File: src/rtl/cpu_ctrl_pkg.sv
// Shared definitions for the CPU run controller: state encoding,
// execution modes, stop causes and a small mode helper.
package cpu_ctrl_pkg;

    // Controller states; the numeric values are visible on state_o
    typedef enum logic [2:0] {
        ST_HOLD    = 3'd0,
        ST_RELEASE = 3'd1,
        ST_IDLE    = 3'd2,
        ST_RUN     = 3'd3,
        ST_STEP    = 3'd4,
        ST_DONE    = 3'd5
    } state_t;

    // Execution modes as presented on the mode input
    localparam logic [1:0] MODE_FREE   = 2'b00;
    localparam logic [1:0] MODE_BUDGET = 2'b01;
    localparam logic [1:0] MODE_STEP   = 2'b10;
    localparam logic [1:0] MODE_RSVD   = 2'b11;

    // Reasons execution stopped, reported while done is high
    localparam logic [1:0] CAUSE_NONE   = 2'b00;
    localparam logic [1:0] CAUSE_HALT   = 2'b01;
    localparam logic [1:0] CAUSE_BUDGET = 2'b10;
    localparam logic [1:0] CAUSE_ABORT  = 2'b11;

    // The reserved mode behaves exactly like free-run
    function automatic logic [1:0] norm_mode(input logic [1:0] m);
        return (m == MODE_RSVD) ? MODE_FREE : m;
    endfunction

endpackage

File: src/rtl/cpu_run_ctrl_rst_stagger.sv
// Staggered reset release: a hold counter that runs from 0 up to the
// last domain's release point, with one comparator per reset domain.
// Domain i is held in reset while the count is below
// RESET_CYCLES + i*STAGGER, so bit 0 always releases first.
module rst_stagger
    import cpu_ctrl_pkg::*;
#(
    parameter int N_DOMAINS    = 2,
    parameter int RESET_CYCLES = 2,
    parameter int STAGGER      = 1
) (
    input  logic                 clk,
    input  logic                 rst_n,
    input  logic                 restart,
    output logic [N_DOMAINS-1:0] cpu_rst,
    output logic                 hold_last,
    output logic                 release_done
);

    localparam int MAX_THR = RESET_CYCLES + (N_DOMAINS - 1) * STAGGER;
    localparam int CW      = $clog2(MAX_THR + 1);

    localparam logic [CW-1:0] MAX_CNT   = CW'(MAX_THR);
    localparam logic [CW-1:0] HOLD_LAST = CW'(RESET_CYCLES - 1);

    logic [CW-1:0] hold_cnt;

    // Hold counter: cleared on restart, then counts up and parks at the
    // final release point so every domain stays released afterwards
    always_ff @(posedge clk or negedge rst_n) begin
        if (!rst_n) begin
            hold_cnt <= '0;
        end else if (restart) begin
            hold_cnt <= '0;
        end else if (hold_cnt != MAX_CNT) begin
            hold_cnt <= hold_cnt + CW'(1);
        end
    end

    // One release comparator per domain, decoded from the registered count
    for (genvar i = 0; i < N_DOMAINS; i++) begin : g_domain
        localparam logic [CW-1:0] THR = CW'(RESET_CYCLES + i * STAGGER);
        assign cpu_rst[i] = (hold_cnt < THR);
    end

    // Status decodes used by the controller FSM
    assign hold_last    = (hold_cnt == HOLD_LAST);
    assign release_done = (hold_cnt == MAX_CNT);

endmodule

File: src/rtl/cpu_run_ctrl.sv
// CPU run controller: sequences staggered reset release, then runs the
// core free, for a cycle budget, or one step at a time, counting enabled
// cycles and recording why execution stopped.
module cpu_run_ctrl
    import cpu_ctrl_pkg::*;
#(
    parameter int N_DOMAINS    = 2,
    parameter int RESET_CYCLES = 2,
    parameter int STAGGER      = 1,
    parameter int CNT_W        = 16
) (
    input  logic                 clk,
    input  logic                 rst_n,
    input  logic                 start,
    input  logic [1:0]           mode,
    input  logic [CNT_W-1:0]     budget,
    input  logic                 step,
    input  logic                 halt_req,
    input  logic                 abort,
    output logic [N_DOMAINS-1:0] cpu_rst,
    output logic                 cpu_en,
    output logic [CNT_W-1:0]     cycle_count,
    output logic                 done,
    output logic [1:0]           stop_cause,
    output logic [2:0]           state_o
);

    state_t           state;
    state_t           state_next;
    logic [1:0]       mode_q;
    logic [CNT_W-1:0] budget_q;
    logic             step_grant;
    logic             hold_last;
    logic             release_done;
    logic             restart;
    logic             start_accept;
    logic             cause_load;
    logic [1:0]       cause_in;
    logic [CNT_W-1:0] count_inc;

    assign restart      = (state == ST_DONE) && start;
    assign start_accept = (state == ST_IDLE) && start && !abort;
    assign count_inc    = cycle_count + CNT_W'(1);

    rst_stagger #(
        .N_DOMAINS    (N_DOMAINS),
        .RESET_CYCLES (RESET_CYCLES),
        .STAGGER      (STAGGER)
    ) u_rst_stagger (
        .clk          (clk),
        .rst_n        (rst_n),
        .restart      (restart),
        .cpu_rst      (cpu_rst),
        .hold_last    (hold_last),
        .release_done (release_done)
    );

    // State register
    always_ff @(posedge clk or negedge rst_n) begin
        if (!rst_n) begin
            state <= ST_HOLD;
        end else begin
            state <= state_next;
        end
    end

    // Next-state logic with stop arbitration: abort beats halt beats budget
    always_comb begin
        state_next = state;
        cause_load = 1'b0;
        cause_in   = CAUSE_NONE;
        case (state)
            ST_HOLD: begin
                if (hold_last) begin
                    state_next = ST_RELEASE;
                end
            end
            ST_RELEASE: begin
                if (release_done) begin
                    state_next = ST_IDLE;
                end
            end
            ST_IDLE: begin
                if (abort) begin
                    state_next = ST_DONE;
                    cause_load = 1'b1;
                    cause_in   = CAUSE_ABORT;
                end else if (start) begin
                    if (norm_mode(mode) == MODE_BUDGET && budget == '0) begin
                        state_next = ST_DONE;
                        cause_load = 1'b1;
                        cause_in   = CAUSE_BUDGET;
                    end else if (norm_mode(mode) == MODE_STEP) begin
                        state_next = ST_STEP;
                    end else begin
                        state_next = ST_RUN;
                    end
                end
            end
            ST_RUN: begin
                if (abort) begin
                    state_next = ST_DONE;
                    cause_load = 1'b1;
                    cause_in   = CAUSE_ABORT;
                end else if (halt_req) begin
                    state_next = ST_DONE;
                    cause_load = 1'b1;
                    cause_in   = CAUSE_HALT;
                end else if (mode_q == MODE_BUDGET && count_inc == budget_q) begin
                    state_next = ST_DONE;
                    cause_load = 1'b1;
                    cause_in   = CAUSE_BUDGET;
                end
            end
            ST_STEP: begin
                if (abort) begin
                    state_next = ST_DONE;
                    cause_load = 1'b1;
                    cause_in   = CAUSE_ABORT;
                end else if (step_grant && halt_req) begin
                    state_next = ST_DONE;
                    cause_load = 1'b1;
                    cause_in   = CAUSE_HALT;
                end
            end
            ST_DONE: begin
                if (start) begin
                    state_next = ST_HOLD;
                end
            end
            default: begin
                state_next = ST_HOLD;
            end
        endcase
    end

    // Outputs decoded purely from registered state
    always_comb begin
        cpu_en  = (state == ST_RUN) || (state == ST_STEP && step_grant);
        done    = (state == ST_DONE);
        state_o = state;
    end

    // Run configuration captured when execution is launched from IDLE
    always_ff @(posedge clk or negedge rst_n) begin
        if (!rst_n) begin
            mode_q   <= MODE_FREE;
            budget_q <= '0;
        end else if (start_accept) begin
            mode_q   <= norm_mode(mode);
            budget_q <= budget;
        end
    end

    // Single-step grant: one enabled cycle per step pulse, and pulses that
    // land on an already granted cycle are dropped rather than queued
    always_ff @(posedge clk or negedge rst_n) begin
        if (!rst_n) begin
            step_grant <= 1'b0;
        end else begin
            step_grant <= (state == ST_STEP) && (state_next == ST_STEP)
                          && step && !step_grant;
        end
    end

    // Enabled-cycle counter, cleared on launch and saturating at all-ones
    always_ff @(posedge clk or negedge rst_n) begin
        if (!rst_n) begin
            cycle_count <= '0;
        end else if (start_accept) begin
            cycle_count <= '0;
        end else if (cpu_en && cycle_count != '1) begin
            cycle_count <= count_inc;
        end
    end

    // Stop cause: captured on entry to DONE, cleared on a fresh launch
    always_ff @(posedge clk or negedge rst_n) begin
        if (!rst_n) begin
            stop_cause <= CAUSE_NONE;
        end else if (cause_load) begin
            stop_cause <= cause_in;
        end else if (start_accept) begin
            stop_cause <= CAUSE_NONE;
        end
    end

endmodule

File: config.mk
export PLATFORM = sky130hd
export DESIGN_NAME = cpu_run_ctrl
export DESIGN_NICKNAME = d
export VERILOG_FILES = /design/src/rtl/cpu_ctrl_pkg.sv /design/src/rtl/cpu_run_ctrl_rst_stagger.sv /design/src/rtl/cpu_run_ctrl.sv
export SDC_FILE = /design/constraint.sdc
export NUM_CORES = 1
export LEC_CHECK = 0
export CAP_MARGIN = 20
export CORE_MARGIN = 2
export CORE_UTILIZATION = 29
export CTS_BUF_LIST = sky130_fd_sc_hd__clkbuf_4
export DETAILED_ROUTE_END_ITERATION = 8
export GPL_ROUTABILITY_DRIVEN = 0
export PLACE_DENSITY = 0.61
export SETUP_SLACK_MARGIN = 0.4
export SYNTH_ARGS = -nofsm -noshare
export SYNTH_HDL_FRONTEND = slang
export SYNTH_HIERARCHICAL = 1
export SYNTH_SLANG_ARGS = --single-unit
export TNS_END_PERCENT = 100
File: constraint.sdc
create_clock -name clk -period 4.55 [get_ports clk]
set_clock_uncertainty 0.2 [all_clocks]
set_input_delay 0.455 -clock clk [delete_from_list [all_inputs] [get_ports clk]]
set_output_delay 0.455 -clock clk [all_outputs]
set_load 0.02 [all_outputs]
======== Word-level counts from Yosys, hierarchy flattened ========
Index checks and enable logic that the tools add are counted.
storage, ports and cells
  flip-flop bits (word level) ............. 42
operators by class
  order comparisons ....................... 2
  add/subtract/negate cells ............... 2
  eq/ne operators ......................... 15
  muxes and demuxes ....................... 38
  reduce and logical (&&, ||, !) cells .... 19
operators by type and width
  cell                                                  count
  two-way mux 3 bit                                     12
  two-way mux 16 bit                                    2
  two-way mux 2 bit                                     12
  one-hot mux 3 bit (6 select lines)                    1
  adder 16 x 1 -> 16 bit (second input constant)        1
  equality test 16 bit                                  1
  zero test 16 bit                                      1
  inequality test 16 bit (second input constant)        1
  logical AND 1 bit                                     11
  equality test 3 bit (second input constant)           3
  two-way mux 1 bit                                     9
  equality test 2 x 1 -> 1 bit (second input constant)  3
  equality test 2 bit (second input constant)           3
  equality test 3 x 2 -> 1 bit (second input constant)  2
  one-hot mux 2 bit (3 select lines)                    1
  nonzero test 2 bit                                    3
  < comparator 2 bit (second input constant)            2
  equality test 3 x 1 -> 1 bit (second input constant)  1
  zero test 3 bit                                       1
  one-hot mux 1 bit (3 select lines)                    1
  adder 2 x 1 -> 2 bit (second input constant)          1
  zero test 1 bit                                       2
  inequality test 2 bit (second input constant)         1
  logical OR 1 bit                                      1

======== Longest topological paths before layout ========
Gate-level depths: netlist of run 1.
  word-level depth ........................ 12
  mapped depth ............................ 10
  gate-level depth less buffers ........... 8

======== Cells and area by module ========
The synthesis of run 1 kept the hierarchy.
by module, submodules not included
  module        times used  cells an instance  area each (µm²)  sequential area each (µm²)
  cpu_run_ctrl  1           275                2581.2           1001.0
  rst_stagger   1           11                 126.4            50.0

======== Worst setup path before layout of run 1 ========
OpenSTA, ideal clock, no wires.
  path kind ............................... register -> register
  from .................................... register cycle_count[1]
  to ...................................... register stop_cause[1]
  data required time ...................... 4.271 ns
  setup slack ............................. 1.756 ns
  arrival ................................. 2.515 ns
  clock period less this slack ............ 2.794 ns
  stages on the path, launching flop included .. 11
  buffers on the path ..................... 2
  cells stage by stage .................... dfrtp_1 ha_1 buf_2 and3_1 clkbuf_1 and3_1 o221ai_1 or4_1 nor4_2 and3_1 mux2i_1
on the way
  cells in the longest elaborated chain, start to end .. 8
ends and longest elaborated chain
  element                                                                                          line                 RTL
  from (decl)                                                                                      cpu_run_ctrl.sv:22   output logic [CNT_W-1:0] cycle_count,
  from (signal assigned)                                                                           cpu_run_ctrl.sv:173  cycle_count <= count_inc;
  adder 16 x 1 -> 16 bit (*)                                                                       cpu_run_ctrl.sv:43   assign count_inc = cycle_count + CNT_W'(1);
  equality test 16 bit (*)                                                                         cpu_run_ctrl.sv:109  end else if (mode_q == MODE_BUDGET && count_inc == budget_q) begin
  logical AND 1 bit (*)                                                                            cpu_run_ctrl.sv:109
  two-way mux 2 bit / two-way mux 1 bit (equally long branches)                                    cpu_run_ctrl.sv:109
  two-way mux 2 bit / two-way mux 1 bit (equally long branches)                                    cpu_run_ctrl.sv:105  end else if (halt_req) begin
  two-way mux 2 bit / two-way mux 1 bit (equally long branches)                                    cpu_run_ctrl.sv:101  if (abort) begin
  one-hot mux 2 bit (3 select lines) / one-hot mux 1 bit (3 select lines) (equally long branches)  cpu_run_ctrl.sv:72   case (state)
  two-way mux 2 bit / nonzero test 2 bit (equally long branches)                                   --
  to (signal assigned)                                                                             cpu_run_ctrl.sv:182  stop_cause <= cause_in;
  to (decl)                                                                                        cpu_run_ctrl.sv:24   output logic [1:0] stop_cause,
Every way passes the cells marked *; elsewhere a longest branch is shown, timed or not.
A chain may end at the register's enable or synchronous reset.

======== Worst setup path after layout of run 1 ========
  from .................................... register cycle_count[0]
  to ...................................... register stop_cause[1]
Same word-level chain as after synthesis.

==> results.md, run 1 <==
- The number of placement rows is 35.
- The area of the mapped netlist is between 2000 and 3000 um2.
- The placed instances occupy a cell area of 3240 um2.
- The via density per instance is 5.41.
- The die outline area is 10100 um2.
- Setup repair after global routing left no endpoint under its margin.
- The net count after synthesis is ~310.
- The worst setup path is launched from a register.
- The maximum clock frequency is 296 MHz.
- After floorplanning, the core was sized to cover 9150 um2.
- The fraction of the yosys area taken by sequential cells is 38.8%.
- The final route contains 2366 vias.
- The global routing usage summed across all routing layers is 14.3%.
- The critical path goes through ha_1 -> nand3_1 -> or3_4 -> o32ai_1 -> o32ai_2 -> nor4_2 -> and3_1 -> mux2i_1.
- TritonCTS built the clock tree.
- In the synthesized netlist, the cells that appear most often are sky130_fd_sc_hd__dfrtp_1, sky130_fd_sc_hd__nand2_1, sky130_fd_sc_hd__o21ai_0, sky130_fd_sc_hd__mux2_2, sky130_fd_sc_hd__nor2_1.
- The maximum buffer depth of the clock tree is 2.
- In the synthesized netlist the dominant register cell turns out to be sky130_fd_sc_hd__dfrtp_1.
- The number of antenna violations at the first check in global routing was 0.
- The leakage power total is 1.34 nW.
- The category of the worst setup path capture point is a register.
- The met3 track utilization from global routing is 2.36%.
- For this run, global-route usage on met2 was measured as 23.4%.
- The initial utilization of the core area, before any placement, comes to 29.6%.
- The tree built by TritonCTS fans out to 42 sinks.
- The max-slew violation count was 0.
- For the pin with the worst max-slew slack, the measured transition is 825 ps.
- The clock network accounts for 12.7% of the total power.
- The worst supply voltage drop on vdd is roughly 0.33 mV.
- For this block, the initial DRC count from the detailed router was 86.
- The tightest min-delay check is of the register to register type.
- In this run the tightest slew margin relative to its limit is 45.0%.
- The detail route stage leaves a number of antenna-violating nets equal to 0.
- The slowest cell on the critical path is sky130_fd_sc_hd__or3_4.
- The number of violations of the max-capacitance limit is 0.
- Power comes to 1.98 mW.
- Cells with a size suffix above 1 make up 11.0% of the layout.
- The worst stage delay on the critical path is 570 ps.
- The setup slack after placement is ~1200 ps.
- In this run the worst path has a maximum fanout of 12.
- The final period utilization is 74.2%.
- Post-CTS repair changed the size of 0 cells.
- The first global-routing pass estimated about 11 mm of wire.
- The net count of the finished layout is approximately 350.
- In this run, synthesis inferred 0 flip-flops with an integrated enable.
- The global-route track usage on met1 is 19.2%.
- The total negative slack is 0 ps.
- The number of iterations in the first detailed-routing pass is 4.
- The most common cell in the netlist is sky130_fd_sc_hd__dfrtp_1.
- Each instance of the synthesized netlist takes up on average between 9 and 10 um2.
- The synthesis-stage register bit count is 42.
- At the later pin of the worst-skew pair, clock insertion delay measures 370 ps.
- The setup path with the least slack is of type register to register.
- The final layout contains routed wiring with a total length of 6.94 mm.
- The routed wirelength normalized by instance count is 15.9 um.
- The part of the power in combinational logic is 49.0%.
- The final count of hold timing violations is 0.
- The number of synthesis warnings is 6.
- The CTS buffer count is 5.
- The count of input and output buffers is 48.
- The die is about 100 um tall.
- The time the worst path needs with I/O delays and setup is 3380 ps.
- The number of global-route vias before repair came to 2310.
- The die is slightly above 100 um wide.
- STA puts the critical path data required time at 4640 ps.
- The most used routing layer is met2.
- The count of antenna diodes in the layout is 0.
- In this run the power density over the cells is 591 nW/um2.
- The signal arrival time at the worst endpoint is 3470 ps.
- The internal power summed over all cells is 1.13 mW.
- In this run, flip-flops and latches consume 38.3% of the power.
- The H-tree was split into 2 levels.
- The setup violation total in the final timing report is 0.
- The number of distinct library cells after synthesis is 56.
- In this run the power spent charging and discharging nets is 0.851 mW.
- The area of all placed cells without fillers is 3360 um2.
- The count of boundary I/O pins is 49.
- Ranked by total cell area, the synthesized netlist is headed by sky130_fd_sc_hd__dfrtp_1, sky130_fd_sc_hd__mux2_2, sky130_fd_sc_hd__o21ai_0, sky130_fd_sc_hd__xnor2_1, sky130_fd_sc_hd__nand2_1.
- The share of synthesized area in the top cell type comes to approximately two fifths.
- The run finished with clean final reports.
- The post-synthesis instance total is 286.
- The root buffer selected by CTS is sky130_fd_sc_hd__clkbuf_4.
- In the routed design, unresolved DRC markers number 0.
- The maximum number of pins on one net before global-route repair is between 40 and 50.
- The clock transition at the register clock pins on the worst setup and hold paths after CTS is around 130 ps.
- The final HPWL from detailed placement is 5.08 mm.
- The post-synthesis cell type with the largest combined area is sky130_fd_sc_hd__dfrtp_1.
- The fraction of synthesis flops using an asynchronous set or reset pin is 100%.
- Once layout is complete, the cells apart from fillers number 437.
- Of the total power, the share spent switching nets is between 40% and 50%.
- The area overhead of the layout relative to synthesis is 24.0%.
- The smallest setup slack after layout is 1170 ps.
- The cell total after placement is 427.
- Global routing finished with a remaining overflow of 0.
through the flow:
step | hold WS, ps | utilization [%]
2_1_floorplan | -40.6 | -
3_3_place_gp | 255 | 35.4
3_5_place_dp | 261 | 35.4
4_1_cts | 56.6 | 36.3
5_1_grt | 317 | 36.7
6_report | 280 | 36.7
cell families (layout without fill, tap and decap cells):
| kind of cell | Yosys count | count (layout) | synth area share, % |
|---|---|---|---|
| xor gates and xnor gates | 23 | 23 | 7.99 |
| and+or+nand+nor | 102 | 102 | 22.5 |
| adders and majority gates | 4 | 4 | 1.85 |
| DFF | 42 | 42 | 38.8 |
| AOI/OAI and AO/OA | 70 | 70 | 16.9 |
| muxes | 18 | 18 | 7.39 |
| buffers and inverters | 27 | 67 | 4.53 |
worst paths after layout:
path / from / to / slack, ps / depth (start not counted)
worst max-delay path: cycle_count[0] / stop_cause[1] / 1170 / 8
worst min-delay path: step_grant / step_grant / 280 / 1
worst max register to register: cycle_count[0] / stop_cause[1] / 1170 / 8
worst min register to register: step_grant / step_grant / 280 / 1
max in group asynchronous: rst_n / budget_q[8] / 3290 / 3
min in group asynchronous: rst_n / stop_cause[0] / 380 / 2
power by group through the flow:
stage                     Clock (mW)  Combinational [mW]  Sequential [mW]
after global routing           0.277                1.07            0.794
after CTS                      0.264               0.977            0.758
after detailed placement           0               0.972            0.766
after floorplan                    0               0.635            0.750
after global placement             0               0.960            0.761
final                          0.252               0.972            0.761
sequential cells by signal, summed over array words and instances (netlist names):
name and count:
mode_q 2, stop_cause 2, step_grant 1, u_rst_stagger/hold_cnt 2
cycle_count 16, state_o 3, budget_q 16
critical path: cells and delay by family (launching register included):
kind / cells / cell delay (ps)
compound gates: 2 / 440
simple gates: 4 / 1560
flops: 1 / 550
fa+ha+maj: 1 / 370
mux: 1 / 180
repair_timing:
action,4_1_cts,5_1_grt
hold buffers,0,1
buffers inserted,0,0
hold endpoints to repair,0,19
layout make-up:
class | count | area (um2)
well taps | 111 | 139
flip-flops and latches | 42 | 1050
repair buffers | 51 | 520
inverters | 8 | 30.0
multi-input cells | 217 | 1530
clock inverters | 2 | 37.5
clock buffers | 6 | 45.0
fillers | 918 | 5800
routing by layer:
metal	share of wire, %	wire, um
met5	0	0
met4	1.4	97
met3	4.8	336
met2	48	3300
met1	46	3210
layout by cell type (no fill, tap or decap), types with 3 or more instances in the layout:
cell and count:
sky130_fd_sc_hd__a21oi_1 13, sky130_fd_sc_hd__inv_1 8, sky130_fd_sc_hd__nand4_1 3, sky130_fd_sc_hd__o221ai_1 3, sky130_fd_sc_hd__and3_1 4, sky130_fd_sc_hd__nor2_1 15, sky130_fd_sc_hd__and4_1 3, sky130_fd_sc_hd__clkbuf_4 6
sky130_fd_sc_hd__o41ai_1 4, sky130_fd_sc_hd__nor4_1 5, sky130_fd_sc_hd__mux2_2 16, sky130_fd_sc_hd__nor3_1 3, sky130_fd_sc_hd__xor2_1 9, sky130_fd_sc_hd__nand2_1 24, sky130_fd_sc_hd__nor4b_1 4, sky130_fd_sc_hd__xnor2_1 13
sky130_fd_sc_hd__o21ai_0 24, sky130_fd_sc_hd__a31oi_1 3, sky130_fd_sc_hd__clkdlybuf4s50_1 47, sky130_fd_sc_hd__o31ai_1 7, sky130_fd_sc_hd__nor2b_1 7, sky130_fd_sc_hd__ha_1 4, sky130_fd_sc_hd__and2_1 3, sky130_fd_sc_hd__nand2b_1 5
sky130_fd_sc_hd__nor3b_1 3, sky130_fd_sc_hd__dfrtp_1 42, sky130_fd_sc_hd__nand3_1 9
(Power assumes the default switching activity.)
==> run 2, diff against run 1 <==
==> constraint.sdc (replaced) <==
create_clock -name clk -period 3.3 [get_ports clk]
set_clock_uncertainty 0.2 [all_clocks]
set_input_delay 0.33 -clock clk [delete_from_list [all_inputs] [get_ports clk]]
set_output_delay 0.33 -clock clk [all_outputs]
set_load 0.02 [all_outputs]
==> run 2 against run 1 <==
Register-to-register slack worse by 640 ps. Clock-buffer cell count did not move. Power rose by 43%. Design area rose by 2.8%. Fmax rose by 22%.
==> results.md, run 2 (synthesis results as in run 1) <==
- The number of antenna violations at the first check in global routing is 0 (unchanged).
- The smallest setup slack after layout is 531 ps (-644 ps).
- The initial standard-cell utilization of the core is 29.6% (unchanged).
- The remaining antenna violation count was 0 (unchanged).
- The power consumption came to 2.84 mW (+43%).
- The net count of the finished layout is 362 (+2.5%).
- Walking the worst path, the cells encountered are and4_2 -> nand2_1 -> xnor2_1 -> or4_1 -> nor4_4 -> and3_4 -> mux2i_1.
- The switching share of power is 43.2% (+0.27 points).
- The final period utilization came to 83.9% (+9.7 points).
- The max-slew violation count came to 0 (unchanged).
- The internal power summed over all cells was 1.61 mW (+42%).
- The data required time of the critical path is 3390 ps (-1250 ps).
- The setup violation total in the final timing report was 0 (unchanged).
- The total congestion overflow after global routing was 0 (unchanged).
- The combined buffer and inverter count along the critical path came to 0 (unchanged).
- The part of the total power dissipated in the clock network is 12.5% (-0.2 points).
- The actual slew at the worst max-slew pin was 926 ps (+101 ps).
- The number of remaining DRC errors is 0 (unchanged).
- The first-pass GRT wire length is 11.5 mm (+0.24%).
- The global routing usage summed across all routing layers is 14.3% (+0.015 points).
- The maximum buffer depth of the clock tree came to 2 (unchanged).
- The depth of the CTS H-tree was 2 (unchanged).
- The maximum fanout encountered on the critical timing path is 10 (-2).
- The aggregate routed wire length is 7.00 mm (+0.79%).
- The area overhead of the layout relative to synthesis is 27.4%.
- The fraction of final layout cells sized beyond drive strength 1 is 16.7% (+5.7 points).
- The type of origin of the critical path is a register.
- The normalized max-slew margin is 38.3% (-6.7 points).
- The clock transition at the register clock pins on the worst setup and hold paths after CTS was 130 ps (about the same).
- The worst stage delay on the critical path is 580 ps (about the same).
- The number of placement rows came to 35 (unchanged).
- The number of iterations in the first detailed-routing pass is 4 (unchanged).
- The width of the chip is 101 um (unchanged).
- The clock tree from TritonCTS is built.
- The number of global-route vias before repair is 2281 (-1.3%).
- The die outline area is 10100 um2 (unchanged).
- The vias after detailed routing is 2440 (+3.1%).
- The total power per unit cell area is 822 nW/um2 (+39%).
- The switching power total is 1.22 mW (+44%).
- The via density per instance is 5.47 (+1.0%).
- The part of the power in combinational logic is 51.4% (+2.4 points).
- The clock sink count is 42 (unchanged).
- In the layout the commonest cells are sky130_fd_sc_hd__clkdlybuf4s50_1, sky130_fd_sc_hd__dfrtp_1, sky130_fd_sc_hd__nand2_1, sky130_fd_sc_hd__o21ai_0, sky130_fd_sc_hd__mux2_2.
- The setup slack after placement was 339 ps (-890 ps).
- The number of cells in the finished layout apart from fillers came to 446 (+2.1%).
- In this design, the largest share of critical-path delay is due to simple AND/OR/NAND/NOR gates.
- The routed wirelength normalized by instance count was 15.7 um (-1.2%).
- The number of violations of the max-capacitance limit is 0 (unchanged).
- Among all stages on the critical path, the largest delay is contributed by sky130_fd_sc_hd__dfrtp_1.
- The most common cell after layout, fill and taps aside is sky130_fd_sc_hd__clkdlybuf4s50_1.
- The maximum clock frequency is 361 MHz (+22%).
- The number of DRC markers in iteration 0 is 152 (+77%).
- Clock tree synthesis selected as its root buffer the cell sky130_fd_sc_hd__clkbuf_4.
- The final count of hold timing violations was 0 (unchanged).
- The run finished with clean final reports.
- The CTS buffer count is 5 (unchanged).
- The height of the die is 101 um (unchanged).
- The time the worst path needs with I/O delays and setup was 2770 ps (-606 ps).
- The leakage power total was 1.37 nW (+2.5%).
- The signal arrival time at the worst endpoint is 2860 ps (-610 ps).
- The worst setup path category is register to register.
- The cell total after placement came to 435 (+1.9%).
- The worst setup path is captured at a register.
- In this run the worst hold path is classified as register to register.
- The core area is 9150 um2 (unchanged).
- The latest clock arrival within the worst-skew pair is 370 ps (about the same).
- The maximum number of pins on one net before global-route repair is 43 (unchanged).
- The count of input and output buffers came to 48 (unchanged).
- The count of boundary I/O pins is 49 (unchanged).
- Setup repair after global routing could not meet its margin everywhere.
- The total negative slack was 0 ps (unchanged).
- The power share of the sequential group is 36.1% (-2.2 points).
- The layout filler cell count is 894 (-2.6%).
- The worst supply voltage drop on vdd is 0.392 mV (+18%).
- The final HPWL from detailed placement is 5.19 mm (+2.2%).
- The count of antenna diodes in the layout is 0 (unchanged).
-- run 2: path summary, 6_finish.rpt --
path,startpoint,end,slack [ps],cells after the start
max in group asynchronous,rst_n,cycle_count[1],1840,2
setup reg to reg,cycle_count[3],stop_cause[1],530,7
hold / removal,step_grant,step_grant,290,1
hold reg to reg,step_grant,step_grant,290,1
min in group asynchronous,rst_n,budget_q[9],430,2
setup / recovery,cycle_count[3],stop_cause[1],530,7
-- run 2: power by group through the flow --
stage	Sequential, mW	Clock (mW)	Combinational [mW]
floorplan	1.03	0	0.876
global placement	1.02	0	1.40
global route	1.07	0.384	1.61
finish	1.02	0.354	1.46
detailed placement	1.03	0	1.41
CTS	1.02	0.364	1.44
-- run 2: worst register-to-register path: stages, from the launching register on --
cell,delay (ps)
sky130_fd_sc_hd__dfrtp_1,580
sky130_fd_sc_hd__and4_2,430
sky130_fd_sc_hd__nand2_1,120
sky130_fd_sc_hd__xnor2_1,160
sky130_fd_sc_hd__or4_1,560
sky130_fd_sc_hd__nor4_4,230
sky130_fd_sc_hd__and3_4,240
sky130_fd_sc_hd__mux2i_1,190
-- run 2: metrics by stage --
stage | util, % | hold slack (ps) | area [um2]
final | 37.7 | 290 | 3450
after global routing | 37.7 | 321 | 3450
after CTS | 37.2 | 299 | 3410
after detailed placement | 36.0 | 263 | 3300
after global placement | 36.0 | 263 | 3300
after floorplan | - | -166 | 2710
-- run 2: routing by layer --
layer	track usage (%)	part of all wire, %
met1	19.8	45
met2	22.8	48
met3	2.64	6.1
met4	4.21	1.3
met5	0	0
-- run 2: what timing repair did --
item | CTS | global route
hold endpoints to repair | 42 | 0
buffers inserted | 0 | 2
hold buffers | 1 | 0
setup endpoints to repair | 3 | 5
pin swaps | 0 | 2
gates resized for setup | 4 | 8
-- run 2: cell type report --
type	instances	area, um2	area share, %
clock buffer	6	45.0	1.31
clock inverter	2	37.5	1.09
inverter	8	30.0	0.871
multi-input combinational	217	1570	45.6
sequential	42	1060	30.6
tap	111	139	4.03
timing repair buffer	60	568	16.5
==> run 3, diff against run 2 <==
==> constraint.sdc (replaced) <==
create_clock -name clk -period 2.8 [get_ports clk]
set_clock_uncertainty 0.2 [all_clocks]
set_input_delay 0.28 -clock clk [delete_from_list [all_inputs] [get_ports clk]]
set_output_delay 0.28 -clock clk [all_outputs]
set_load 0.02 [all_outputs]
==> run 3 against run 2 <==
Clock power is 16% higher. Clock-buffer cell count is 1 lower. Non-clock buffer count is 16 higher. Core utilization is 2.2 points higher. Sequential power is 15% higher. Setup slack worse by 380 ps. Via count is 2.0% higher. Die area stayed put. Combinational power is 34% higher. Fmax is 4.5% higher. Hold slack worse by 41 ps. Critical path type unchanged. Critical endpoint unchanged. Largest power group unchanged. Highest routed layer unchanged.
==> results.md, run 3 (synthesis results as in run 1) <==
- The maximum number of pins on one net before global-route repair is 43 (unchanged).
- The routed wirelength normalized by instance count came to 16.1 um (+2.6%).
- The CTS buffer count came to 5 (unchanged).
- The net count of the finished layout came to 378 (+4.4%).
- The aggregate routed wire length is 7.44 mm (+6.3%).
- The signal arrival time at the worst endpoint is 2750 ps (-110 ps).
- Relative to the synthesized area, the layout overhead comes to 34.8%.
- The first-pass GRT wire length is 12.1 mm (+5.3%).
- The number of remaining DRC errors is 0 (unchanged).
- The clock sink count came to 42 (unchanged).
- The total power per unit cell area is 970 nW/um2 (+18%).
- The maximum clock frequency is 377 MHz (+4.5%).
- The worst setup path category is register to register.
- The class of the worst hold path is input port to register.
- The normalized max-slew margin is 35.5% (-2.8 points).
- The data required time of the critical path is 2900 ps (-490 ps).
- The clock transition at the register clock pins on the worst setup and hold paths after CTS came to 150 ps (+20 ps).
- The width of the chip is 101 um (unchanged).
- The area of placed instances is 3410 um2 (+3.4%).
- The setup violation total in the final timing report is 0 (unchanged).
- The total congestion overflow after global routing was 0 (unchanged).
- The actual slew at the worst max-slew pin was 967 ps (+41.3 ps).
- The depth of the CTS H-tree is 2 (unchanged).
- The number of global-route vias before repair was 2422 (+6.2%).
- The global routing usage summed across all routing layers is 15.0% (+0.70 points).
- The time the worst path needs with I/O delays and setup is 2650 ps (-118 ps).
- The number of iterations in the first detailed-routing pass was 4 (unchanged).
- The setup slack after placement came to -30.9 ps (-370 ps).
- The layout filler cell count is 907 (+1.5%).
- The worst supply voltage drop on vdd is 0.459 mV (+17%).
- The number of antenna violations at the first check in global routing came to 0 (unchanged).
- The latest clock arrival within the worst-skew pair is 370 ps (about the same).
- The via density per instance was 5.39 (-1.5%).
- The core area is 9150 um2 (unchanged).
- The library cell used most frequently in the layout, excluding fill and tap cells, is sky130_fd_sc_hd__clkdlybuf4s50_1.
- The category of the worst setup path capture point is a register.
- The maximum buffer depth of the clock tree is 2 (unchanged).
- The area of the multi-input gates is 1640 um2 (+4.5%).
- The run finished with clean final reports.
- The remaining antenna violation count is 0 (unchanged).
- The number of DRC markers in iteration 0 is 203 (+34%).
- The final count of hold timing violations is 0 (unchanged).
- The root buffer selected by CTS is sky130_fd_sc_hd__clkbuf_4.
- The area of all placed cells without fillers came to 3650 um2 (+5.8%).
- The type of origin of the critical path is a register.
- The fraction of final layout cells sized beyond drive strength 1 is 24.8% (+8.1 points).
- The final HPWL from detailed placement was 5.55 mm (+6.9%).
- The height of the die is 101 um (unchanged).
- The initial standard-cell utilization of the core is 29.6% (unchanged).
- In the layout the commonest cells are sky130_fd_sc_hd__clkdlybuf4s50_1, sky130_fd_sc_hd__dfrtp_1, sky130_fd_sc_hd__buf_4.
- The count of antenna diodes in the layout was 0 (unchanged).
- The number of placement rows is 35 (unchanged).
- The clock tree from TritonCTS is built.
- The maximum fanout encountered on the critical timing path is 9 (-1).
- The final period utilization is 94.7% (+11 points).
- The vias after detailed routing is 2489 (+2.0%).
- The final core utilization is 39.9% (+2.2 points).
- Setup repair after global routing could not meet its margin everywhere.
- The smallest setup slack after layout is 149 ps (-382 ps).
- The total area of sequential cells is 1060 um2 (+0.59%).
- The number of violations of the max-capacitance limit is 0 (unchanged).
- The max-slew violation count is 0 (unchanged).
- The die outline area is 10100 um2 (unchanged).
- The count of input and output buffers is 48 (unchanged).
- The leakage power total is 1.46 nW (+6.3%).
- The count of boundary I/O pins is 49 (unchanged).
-- run 3: changes by cell type in the layout (fill, tap and decap cells not counted), sizes merged --
cell           change
buf               +16
clkbuf             -1
clkdlybuf4s50      -1
clkinvlp           +1
dlygate4sd2        +1
-- run 3: final timing paths --
| path | start | to | slack, ps | cells past startpoint |
|---|---|---|---|---|
| setup / recovery | cycle_count[0] | stop_cause[1] | 150 | 8 |
| hold / removal | step | step_grant | 250 | 2 |
| setup reg to reg | cycle_count[0] | stop_cause[1] | 150 | 8 |
| hold reg to reg | step_grant | step_grant | 300 | 1 |
| max in group asynchronous | rst_n | cycle_count[1] | 1340 | 2 |
| min in group asynchronous | rst_n | budget_q[12] | 380 | 2 |
-- run 3: what timing repair did --
| action | CTS | global route |
|---|---|---|
| hold buffers | 1 | 0 |
| gates resized for setup | 8 | 11 |
| endpoints found under the setup margin | 6 | 17 |
| setup buffers | 9 | 0 |
| pin swaps | 4 | 2 |
| endpoints found under the hold margin | 42 | 0 |
-- run 3: layer usage --
layer | share of wire, % | up-vias | global-route usage, %
met2 | 48 | 94 | 24.7
li1 | - | 1180 | -
met5 | 0 | - | 0
met4 | 1.3 | 0 | 3.48
met3 | 6.5 | 9 | 2.91
met1 | 44 | 1206 | 20.4
-- run 3: worst max-delay path: stages, from the launching register on --
cell	delay, ps
sky130_fd_sc_hd__dfrtp_2	420
sky130_fd_sc_hd__buf_4	180
sky130_fd_sc_hd__nand4_4	120
sky130_fd_sc_hd__or4_4	540
sky130_fd_sc_hd__xnor2_2	190
sky130_fd_sc_hd__o311ai_2	160
sky130_fd_sc_hd__nor4_4	350
sky130_fd_sc_hd__and3_4	240
sky130_fd_sc_hd__mux2i_1	200
-- run 3: where the power goes --
group | total (mW) | internal, mW | switching [mW]
logic | 1.95 | 0.970 | 0.984
clock network | 0.411 | 0.187 | 0.224
registers | 1.17 | 0.855 | 0.318
-- run 3: area by class of cell --
class                           count  area share [%]
Multi-Input combinational cell    217            45.1
Tap cell                          111            3.81
Sequential cell                    42            29.1
Inverter                            8           0.823
Clock inverter                      3            1.23
Timing Repair Buffer               76            18.9
Clock buffer                        5            1.03
-- run 3: metrics by stage --
stage / cells / setup TNS, ps / power (mW) / hold WS (ps)
after global routing: 462 / 0 / 3.80 / 237
final: 462 / 0 / 3.54 / 249
after floorplan: 286 / 0 / 2.31 / -216
after global placement: 444 / 0 / 2.94 / 279
after detailed placement: 444 / -49.6 / 2.97 / 272
after CTS: 462 / 0 / 3.50 / 234
